`src/rtl/clock_ctrl_pkg.sv`:
```
// clock_ctrl_pkg
// Shared types and constants for the mm:ss clock controller.
//   mode_t        : controller state (RUN, SET_MIN, SET_SEC)
//   UNITS_W/TENS_W: digit widths for BCD units and tens digits
//   UNITS_MAX/TENS_MAX: highest legal units/tens value for a mod-60 digit pair
package clock_ctrl_pkg;

   localparam int UNITS_W = 4;
   localparam int TENS_W  = 3;

   localparam logic [UNITS_W-1:0] UNITS_MAX = 4'd9;
   localparam logic [TENS_W-1:0]  TENS_MAX  = 3'd5;

   typedef enum logic [1:0] {
      RUN     = 2'd0,
      SET_MIN = 2'd1,
      SET_SEC = 2'd2
   } mode_t;

endpackage

```
`src/rtl/bcd60_inc.sv`:
```
// bcd60_inc
// Combinational two-digit BCD mod-60 incrementer.
//   inc_i   : add one when high, pass through when low
//   units_i : current units digit (0-9)
//   tens_i  : current tens digit (0-5)
//   units_o : next units digit
//   tens_o  : next tens digit
//   wrap_o  : high when an increment wraps 59 -> 00
module bcd60_inc
   import clock_ctrl_pkg::*;
(
   input  logic               inc_i,
   input  logic [UNITS_W-1:0] units_i,
   input  logic [TENS_W-1:0]  tens_i,
   output logic [UNITS_W-1:0] units_o,
   output logic [TENS_W-1:0]  tens_o,
   output logic               wrap_o
);

   always_comb begin
      units_o = units_i;
      tens_o  = tens_i;
      wrap_o  = 1'b0;
      if (inc_i) begin
         if (units_i == UNITS_MAX) begin
            units_o = '0;
            if (tens_i == TENS_MAX) begin
               tens_o = '0;
               wrap_o = 1'b1;
            end else begin
               tens_o = tens_i + 1'b1;
            end
         end else begin
            units_o = units_i + 1'b1;
         end
      end
   end

endmodule

```
`src/rtl/clock_set_ctrl.sv`:
```
// clock_set_ctrl
// mm:ss clock controller: owns the four BCD digits, advances them on tick_1hz
// in RUN, and lets the user set minutes/seconds with mode/increment buttons.
//   clk       : system clock
//   reset     : asynchronous active-low reset
//   tick_1hz  : one-cycle enable, once per second
//   btn_mode  : debounced mode button level (high = pressed)
//   btn_inc   : debounced increment button level (high = pressed)
//   sec_units, sec_tens, min_units, min_tens : registered time digits
//   mode      : controller state (0 RUN, 1 SET_MIN, 2 SET_SEC)
//   carry_1h  : one-cycle pulse on 59:59 -> 00:00
//   blank     : per-digit blank request ([0] sec_units .. [3] min_tens)
// Build option: define CLOCK_SET_BLINK_EN to build the blink counter; without
// it blank is constant zero and BLINK_HALF has no effect.
module clock_set_ctrl
   import clock_ctrl_pkg::*;
#(
   parameter int BLINK_HALF = 25_000_000
)
(
   input  logic               clk,
   input  logic               reset,
   input  logic               tick_1hz,
   input  logic               btn_mode,
   input  logic               btn_inc,
   output logic [UNITS_W-1:0] sec_units,
   output logic [TENS_W-1:0]  sec_tens,
   output logic [UNITS_W-1:0] min_units,
   output logic [TENS_W-1:0]  min_tens,
   output logic [1:0]         mode,
   output logic               carry_1h,
   output logic [3:0]         blank
);

   mode_t              mode_q, mode_d;
   logic               btn_mode_prev_q, btn_inc_prev_q;
   logic [UNITS_W-1:0] sec_units_q, sec_units_d, min_units_q, min_units_d;
   logic [TENS_W-1:0]  sec_tens_q, sec_tens_d, min_tens_q, min_tens_d;
   logic               carry_q, carry_d;

   logic mode_press, inc_press, inc_ok;
   logic sec_inc, min_inc, sec_wrap, min_wrap;

   // History registers reset to 1 so a button held through reset release
   // does not look like a fresh press.
   assign mode_press = btn_mode & ~btn_mode_prev_q;
   assign inc_press  = btn_inc & ~btn_inc_prev_q;
   // A mode press in the same cycle swallows the increment.
   assign inc_ok     = inc_press & ~mode_press;

   assign sec_inc = ((mode_q == RUN) & tick_1hz) | ((mode_q == SET_SEC) & inc_ok);
   // In RUN minutes follow the seconds wrap; in SET_MIN only the button moves them.
   assign min_inc = ((mode_q == RUN) & sec_wrap) | ((mode_q == SET_MIN) & inc_ok);

   bcd60_inc u_sec_inc (
      .inc_i   (sec_inc),
      .units_i (sec_units_q),
      .tens_i  (sec_tens_q),
      .units_o (sec_units_d),
      .tens_o  (sec_tens_d),
      .wrap_o  (sec_wrap)
   );

   bcd60_inc u_min_inc (
      .inc_i   (min_inc),
      .units_i (min_units_q),
      .tens_i  (min_tens_q),
      .units_o (min_units_d),
      .tens_o  (min_tens_d),
      .wrap_o  (min_wrap)
   );

   always_comb begin
      mode_d = mode_q;
      case (mode_q)
         RUN:     if (mode_press) mode_d = SET_MIN;
         SET_MIN: if (mode_press) mode_d = SET_SEC;
         SET_SEC: if (mode_press) mode_d = RUN;
         default: mode_d = RUN;
      endcase
      // Minutes only wrap in RUN when seconds wrapped too: that is 59:59 -> 00:00.
      carry_d = (mode_q == RUN) & min_wrap;
   end

   always_ff @(posedge clk or negedge reset) begin
      if (!reset) begin
         mode_q          <= RUN;
         btn_mode_prev_q <= 1'b1;
         btn_inc_prev_q  <= 1'b1;
         sec_units_q     <= '0;
         sec_tens_q      <= '0;
         min_units_q     <= '0;
         min_tens_q      <= '0;
         carry_q         <= 1'b0;
      end else begin
         mode_q          <= mode_d;
         btn_mode_prev_q <= btn_mode;
         btn_inc_prev_q  <= btn_inc;
         sec_units_q     <= sec_units_d;
         sec_tens_q      <= sec_tens_d;
         min_units_q     <= min_units_d;
         min_tens_q      <= min_tens_d;
         carry_q         <= carry_d;
      end
   end

   assign sec_units = sec_units_q;
   assign sec_tens  = sec_tens_q;
   assign min_units = min_units_q;
   assign min_tens  = min_tens_q;
   assign mode      = mode_q;
   assign carry_1h  = carry_q;

`ifdef CLOCK_SET_BLINK_EN
   localparam int CNT_W = ($clog2(BLINK_HALF) < 1) ? 1 : $clog2(BLINK_HALF);
   localparam logic [CNT_W-1:0] CNT_LAST = CNT_W'(BLINK_HALF - 1);

   logic [CNT_W-1:0] blink_cnt_q, blink_cnt_d;
   logic             phase_q, phase_d;
   logic [3:0]       blank_q, blank_d;
   logic             blink_clr;

   // Restart from the visible phase when a set mode is entered or the value
   // changes, so the digit being edited is shown right after each edit.
   assign blink_clr = ((mode_d != mode_q) & (mode_d != RUN)) | inc_press;

   always_comb begin
      blink_cnt_d = blink_cnt_q + 1'b1;
      phase_d     = phase_q;
      blank_d     = 4'b0000;
      if (blink_clr) begin
         blink_cnt_d = '0;
         phase_d     = 1'b0;
      end else if (blink_cnt_q == CNT_LAST) begin
         blink_cnt_d = '0;
         phase_d     = ~phase_q;
      end
      if (mode_d == SET_MIN) blank_d[3:2] = {2{phase_d}};
      if (mode_d == SET_SEC) blank_d[1:0] = {2{phase_d}};
   end

   always_ff @(posedge clk or negedge reset) begin
      if (!reset) begin
         blink_cnt_q <= '0;
         phase_q     <= 1'b0;
         blank_q     <= 4'b0000;
      end else begin
         blink_cnt_q <= blink_cnt_d;
         phase_q     <= phase_d;
         blank_q     <= blank_d;
      end
   end

   assign blank = blank_q;
`else
   logic blink_half_unused;
   assign blink_half_unused = |BLINK_HALF;
   assign blank = 4'b0000;
`endif

endmodule
```
`config.mk`:
```
export PLATFORM = sky130hd
export DESIGN_NAME = clock_set_ctrl
export DESIGN_NICKNAME = d
export VERILOG_FILES = /design/src/rtl/clock_ctrl_pkg.sv /design/src/rtl/bcd60_inc.sv /design/src/rtl/clock_set_ctrl.sv
export SDC_FILE = /design/constraint.sdc
export NUM_CORES = 1
export LEC_CHECK = 0
export ABC_AREA = 1
export BUFFER_PORTS_ARGS = -buffer_cell sky130_fd_sc_hd__clkbuf_2
export CAP_MARGIN = 20
export CORE_ASPECT_RATIO = 1.2
export CORE_MARGIN = 2
export CORE_UTILIZATION = 51
export DETAILED_ROUTE_END_ITERATION = 10
export GPL_TIMING_DRIVEN = 0
export PLACE_DENSITY = 0.89
export SYNTH_ARGS = -nofsm -noshare
export SYNTH_HDL_FRONTEND = slang
export SYNTH_SLANG_ARGS = --single-unit
```
`constraint.sdc`:
```
create_clock -name clk -period 1.8 [get_ports clk]
set_input_delay 0.18 -clock clk [delete_from_list [all_inputs] [get_ports clk]]
set_output_delay 0.18 -clock clk [all_outputs]
set_load 0.05 [all_outputs]
```
# ---- Word level (Yosys, flattened, before mapping)
# Cells that the tools add are included.
# W data, S select, Z words.
dict set report word_totals {
  ff_bits 19
  in_bits 5
  output_inout_bits 21
  word_cells 52
}
dict set report classes {
  n_addsub 4
  eq_ne 9
  muxes 14
  bitwise_logic 13
  reduce_logical 4
}
# operator count
set ops {}
lappend ops {{$add A4 B1 Y4 const B} 2}
lappend ops {{$and A1 B1 Y1} 8}
lappend ops {{$eq A4 B4 Y1 const B} 2}
lappend ops {{$mux W4} 2}
lappend ops {{$add A3 B1 Y3 const B} 2}
lappend ops {{$eq A3 B3 Y1 const B} 2}
lappend ops {{$mux W1} 6}
lappend ops {{$mux W2} 3}
lappend ops {{$mux W3} 2}
lappend ops {{$ne A2 B2 Y1 const B} 3}
lappend ops {{$pmux W2 S3} 1}
lappend ops {{$reduce_and A2 Y1} 2}
lappend ops {{$not A1 Y1} 3}
lappend ops {{$reduce_and A3 Y1} 1}
lappend ops {{$eq A2 B1 Y1 const B} 1}
lappend ops {{$eq A2 B2 Y1 const B} 1}
lappend ops {{$logic_not A2 Y1} 1}
lappend ops {{$or A1 B1 Y1} 2}

# ---- Logic depth before layout (Yosys ltp)
dict set report depth {
  word_depth 11
  depth_mapped 9
  ltp_nobuf 9
}

# ---- Modules after synthesis
# From an unflattened synthesis, not the netlist that was laid out.
dict set report hier_totals {
  cells_unflattened 115
  hier_area_um2 944.7
}
# mod n_inst cells_per_inst area_each_um2 seq_area_each_um2
set modules_own_cells {}
lappend modules_own_cells {clock_set_ctrl 1 47 619.3 478.0}
lappend modules_own_cells {bcd60_inc 2 34 162.7 0.0}

# ---- Worst setup path before layout
# OpenSTA, ideal clock, no wires.
dict set report synth_path {
  path_kind {reg2reg}
  start {register mode_q[1] (netlist: mode[1])}
  end {register sec_units_q[2] (netlist: sec_units[2])}
  t_arrival_ns 1.406
  required_ns 1.676
  setup_slack_ns 0.270
  stages_incl_launch_ff 7
  path_buffers 0
  period_less_slack_ns 1.530
  path_cell_list {dfrtp_1 > nor2_1 > nor2_4 > nand2_2 > nor2_4 > nand2_1 > xor2_1}
}
dict set report synth_between {
  elab_chain_cells 3
}
# element line_no
set synth_lines {}
lappend synth_lines {{start: declaration} clock_set_ctrl.sv:35} ;# mode_t mode_q, mode_d;
lappend synth_lines {{start signal: assignment} clock_set_ctrl.sv:96} ;# mode_q <= mode_d;
lappend synth_lines {{$eq A2 B2 Y1 or $logic_not A2 Y1 (tied branches)} clock_set_ctrl.sv:51} ;# assign sec_inc = ((mode_q == RUN) & tick_1hz) | ((mode_q == SET_SEC) & inc_ok);
lappend synth_lines {{$and A1 B1 Y1} clock_set_ctrl.sv:51}
lappend synth_lines {{$or A1 B1 Y1 (*)} clock_set_ctrl.sv:51}
lappend synth_lines {{end signal: assignment} clock_set_ctrl.sv:99} ;# sec_units_q <= sec_units_d;
lappend synth_lines {{end: declaration} clock_set_ctrl.sv:37} ;# logic [UNITS_W-1:0] sec_units_q, sec_units_d, min_units_q, min_units_d;
# Every way passes the cells marked *; elsewhere a longest branch is shown, timed or not.
# A chain may end at the register's enable or synchronous reset.

# ---- Final worst setup path
dict set report layout_path {
  start {register btn_mode_prev_q}
  end {register min_tens_q[1] (netlist: min_tens[1])}
}
dict set report layout_between {
  elab_chain_cells 10
}
# element line_no
set layout_lines {}
lappend layout_lines {{start: declaration} clock_set_ctrl.sv:36} ;# logic btn_mode_prev_q, btn_inc_prev_q;
lappend layout_lines {{start signal: assignment} clock_set_ctrl.sv:97} ;# btn_mode_prev_q <= btn_mode;
lappend layout_lines {{$not A1 Y1 (*)} clock_set_ctrl.sv:46} ;# assign mode_press = btn_mode & ~btn_mode_prev_q;
lappend layout_lines {{$and A1 B1 Y1 (*)} clock_set_ctrl.sv:46}
lappend layout_lines {{$not A1 Y1 (*)} clock_set_ctrl.sv:49} ;# assign inc_ok = inc_press & ~mode_press;
lappend layout_lines {{$and A1 B1 Y1 (*)} clock_set_ctrl.sv:49}
lappend layout_lines {{$and A1 B1 Y1} clock_set_ctrl.sv:51}
lappend layout_lines {{$or A1 B1 Y1} clock_set_ctrl.sv:51}
lappend layout_lines {{$mux W1} bcd60_inc.sv:24} ;# if (inc_i) begin
lappend layout_lines {{$and A1 B1 Y1} clock_set_ctrl.sv:53} ;# assign min_inc = ((mode_q == RUN) & sec_wrap) | ((mode_q == SET_MIN) & inc_ok);
lappend layout_lines {{$or A1 B1 Y1 (*)} clock_set_ctrl.sv:53}
lappend layout_lines {{$reduce_and A2 Y1 (no line) (*)} -}
lappend layout_lines {{end signal: assignment} clock_set_ctrl.sv:102} ;# min_tens_q <= min_tens_d;
lappend layout_lines {{end: declaration} clock_set_ctrl.sv:38} ;# logic [TENS_W-1:0] sec_tens_q, sec_tens_d, min_tens_q, min_tens_d;
# Marked as above.

==> reports/metrics.json <==
{
  "status": "complete, no violations",
  "synth.area.top_cells": "sky130_fd_sc_hd__dfrtp_1, sky130_fd_sc_hd__nand2_1, sky130_fd_sc_hd__inv_1, sky130_fd_sc_hd__nand3_1, sky130_fd_sc_hd__dfstp_2",
  "worstHoldStart": "tick_1hz",
  "clock_insertion_delay_worst_skew_ps": 300,
  "rsz_0062_raised_after_global_routing": "false",
  "synth_cells": 123,
  "asyncSetResetFlopFracSynth_pct": 100,
  "final.setup.tns_ps": 0,
  "power.density_nw_per_um2": 1590,
  "overflow": 0,
  "hold_path.class": "input pin to flip-flop",
  "die_area_sq_um": 2390,
  "path_delay_family": "simple AND/OR/NAND/NOR gates",
  "timing.critical_path.buf_inv": 1,
  "place.detailed.instances": 166,
  "cp_slowest_cell": "sky130_fd_sc_hd__dfstp_2",
  "drive_above_1_share_pct": 31.2,
  "floorplan.io_pins": 26,
  "syn_warnings": 0,
  "start_kind": "flip-flop",
  "critical_path.reg2reg.endpoint": "min_tens[1]$_DFFE_PN0P_",
  "fillerInstances": 176,
  "comb_power_share_pct": 52.1,
  "timing.critical_path.mode_cell": "sky130_fd_sc_hd__nand2_1",
  "p_sw_share_pct": 54.5,
  "first_global_vias": 809,
  "total_power_uw": 1940,
  "num_rows": 17,
  "ys.flop_type": "sky130_fd_sc_hd__dfrtp_1",
  "synth_largest_area_cell": "sky130_fd_sc_hd__dfrtp_1",
  "period_minus_slack_ps": 1410,
  "worst-r2r-setup-slack_ps": 390,
  "worstReg2RegStart": "btn_mode_prev_q$_DFF_PN1_",
  "grt.total_usage_pct": 18.7,
  "synthesis.area_per_instance_sq_um": 8.36,
  "endpoint_kind": "flip-flop",
  "drt_iter0_markers": 6,
  "vias": 878,
  "drcViolationCount": 0,
  "placement.cell_area_sq_um": 1170,
  "layout.nets": 160,
  "max_clock_freq_mhz": 710,
  "timing_hold_violations_final": 0,
  "sinks_on_the_clock_net": 19,
  "worst_setup_hold_path_clk_slew_ps": 100,
  "synthDistinctLibCells": 23,
  "synth_commonest_cells": "sky130_fd_sc_hd__nand2_1, sky130_fd_sc_hd__dfrtp_1, sky130_fd_sc_hd__inv_1",
  "power.share.sequential_pct": 36.9,
  "seq_area_frac_synth_pct": 46.5,
  "number_of_antenna_violations_at_the_first_check_in_global_routing": 0,
  "syn_to_final_growth_pct": 19.1,
  "place.detailed.hpwl_mm": 1.48,
  "endpoint_of_the_worst_hold_path": "sec_units[0]$_DFFE_PN0N_",
  "power_report.internal_total_uw": 885,
  "tritoncts_clock_tree": "done",
  "grt_pass1_wl_mm": 3.26,
  "die-height_um": 53.2,
  "max-cap-violations": 0,
  "critical_path.max_fanout": 10,
  "post-cts-setup-buffers": 0,
  "cp_slowest_stage_delay_ps": 540,
  "die_width_um": 45.0,
  "placeableCoreArea_sq_um": 1870,
  "seq_area_sq_um": 478,
  "wl_per_cell_um": 11.0,
  "clock_tree.root_cell": "sky130_fd_sc_hd__clkbuf_4",
  "grt_start_max_net_pins": 20,
  "worstHoldPathCells": 5,
  "cts_repair_resizes": 0,
  "critical_path.cell_chain": "inv_1 > nand2_2 > nand2_1 > nand2_2 > nand4_2 > nand2_4 > nand2_4 > nand2_1 > nand2_1",
  "place.port_buffers": 21,
  "finalNonFillerCells": 173,
  "start_util_pct": 54.9,
  "dr.pass1.iters": 4,
  "multiInputGateArea_sq_um": 464,
  "numCtsBuffers": 3,
  "post-route-period-util_pct": 78.3,
  "worst_ep_required_time_ps": 1990,
  "yosys.cell_count.top_type": "sky130_fd_sc_hd__nand2_1",
  "route.antenna.remaining_nets": 0,
  "peakVddDrop_mv": 1.01,
  "weighted_congestion_at_the_end_of_routability_driven_global_placement": 0.726,
  "maxSlewViolCount": 0,
  "final_clock_skew_ps": 3.37,
  "kind_of_critical_path": "flip-flop to flip-flop",
  "synth_edf_count": 0,
  "report.final.setup_viol": 0,
  "route.detailed.vias_per_inst": 5.08,
  "total_switching_power_uw": 1060,
  "synthDominantCellAreaShare_pct": 41.4,
  "wire_length_reported_by_the_detailed_router_mm": 1.90,
  "synthesis.area_sq_um": 1030,
  "ys_ff_latch": 19,
  "p_leak_uw": 0.000649,
  "worst_reg_to_reg_cells": 9,
  "clock_network_fraction_of_total_power_pct": 11.0,
  "design_area_sq_um": 1220,
  "antenna_cells_inserted": 0,
  "clockBufferDepth": 2,
  "crit_arrival_ps": 1600,
  "cts_htree_levels": 1
}
## tightest hold or removal path: stages
cell	delay, ps
sky130_fd_sc_hd__clkbuf_2	80
sky130_fd_sc_hd__nor2_1	50
sky130_fd_sc_hd__nor2_4	110
sky130_fd_sc_hd__a21oi_1	80
sky130_fd_sc_hd__nor2_1	80
## layout by cell type (no fill, tap or decap), drive strengths merged
master / n
dlygate4sd3: 3
buf: 4
nor3: 1
nand3: 13
o22ai: 1
xor2: 4
dfstp: 2
o21ai: 9
clkbuf: 25
nor2: 13
dfrtp: 17
nand2: 35
nand4: 2
conb: 4
o31ai: 1
a21oi: 2
inv: 18
## cells by family (layout without fill, tap and decap cells)
kind of cell / Yosys count / in the layout / synth area share (%)
compound gates: 13 / 13 / 6.69
buf+inv: 22 / 50 / 9.49
flops: 19 / 19 / 46.5
simple gates: 64 / 64 / 33.6
other cells: 1 / 4 / 0.365
xor+xnor: 4 / 4 / 3.41
## metrics by stage
step                worst slack (ps)  hold slack, ps  util (%)
floorplan                        270            -116         -
global route                     300             381      65.4
finish                           391             312      65.4
detailed placement               400             162      62.4
CTS                              378             313      65.4
global placement                 448             158      62.4
## metal layers
metal	vias to the layer above	global-route usage (%)	share of wire, %
met5	-	0	0
met4	0	7.84	1.7
met3	5	3.75	5.2
met2	26	35.0	54
met1	405	19.5	39
li1	442	-	-
## registers in the layout (all words and copies together), names as in the netlist
signal	flops
btn_inc_prev_q	1
carry_1h	1
min_units	4
min_tens	3
btn_mode_prev_q	1
sec_tens	3
sec_units	4
mode	2
## worst max-delay path by stage
stage	slack, ps	cells after the start	from	end
floorplan	270	6	mode[1]$_DFFE_PN0P_	sec_units[2]$_DFFE_PN0N_
global placement	450	8	btn_mode_prev_q$_DFF_PN1_	sec_units[2]$_DFFE_PN0N_
detailed placement	400	9	btn_mode_prev_q$_DFF_PN1_	min_tens[1]$_DFFE_PN0P_
CTS	380	9	btn_mode_prev_q$_DFF_PN1_	min_tens[1]$_DFFE_PN0P_
global route	300	9	btn_mode_prev_q$_DFF_PN1_	min_tens[1]$_DFFE_PN0P_
finish	390	9	btn_mode_prev_q$_DFF_PN1_	min_tens[1]$_DFFE_PN0P_
## final cells by class
type | count | share of cell area [%]
plain buffers | 4 | 2.45
multi-input cells | 85 | 37.9
well taps | 19 | 1.94
repair buffers | 24 | 11.0
flip-flops and latches | 19 | 39.0
inverters | 18 | 5.52
clock buffers | 4 | 2.15
## repair_timing
| item | 4_1_cts | 5_1_grt |
|---|---|---|
| endpoints found under the hold margin | 19 | 0 |
| hold buffers | 3 | 0 |
| endpoints found under the setup margin | 0 | 0 |
## power by group through the flow
| stage | Clock, uW | Combinational [uW] | Sequential [uW] |
|---|---|---|---|
| finish | 213 | 1010 | 717 |
| global route | 237 | 1100 | 742 |
| CTS | 223 | 1030 | 720 |
| detailed placement | 0 | 1020 | 728 |
| global placement | 0 | 990 | 714 |
| floorplan | 0 | 376 | 1140 |
(Power assumes the default switching activity.)
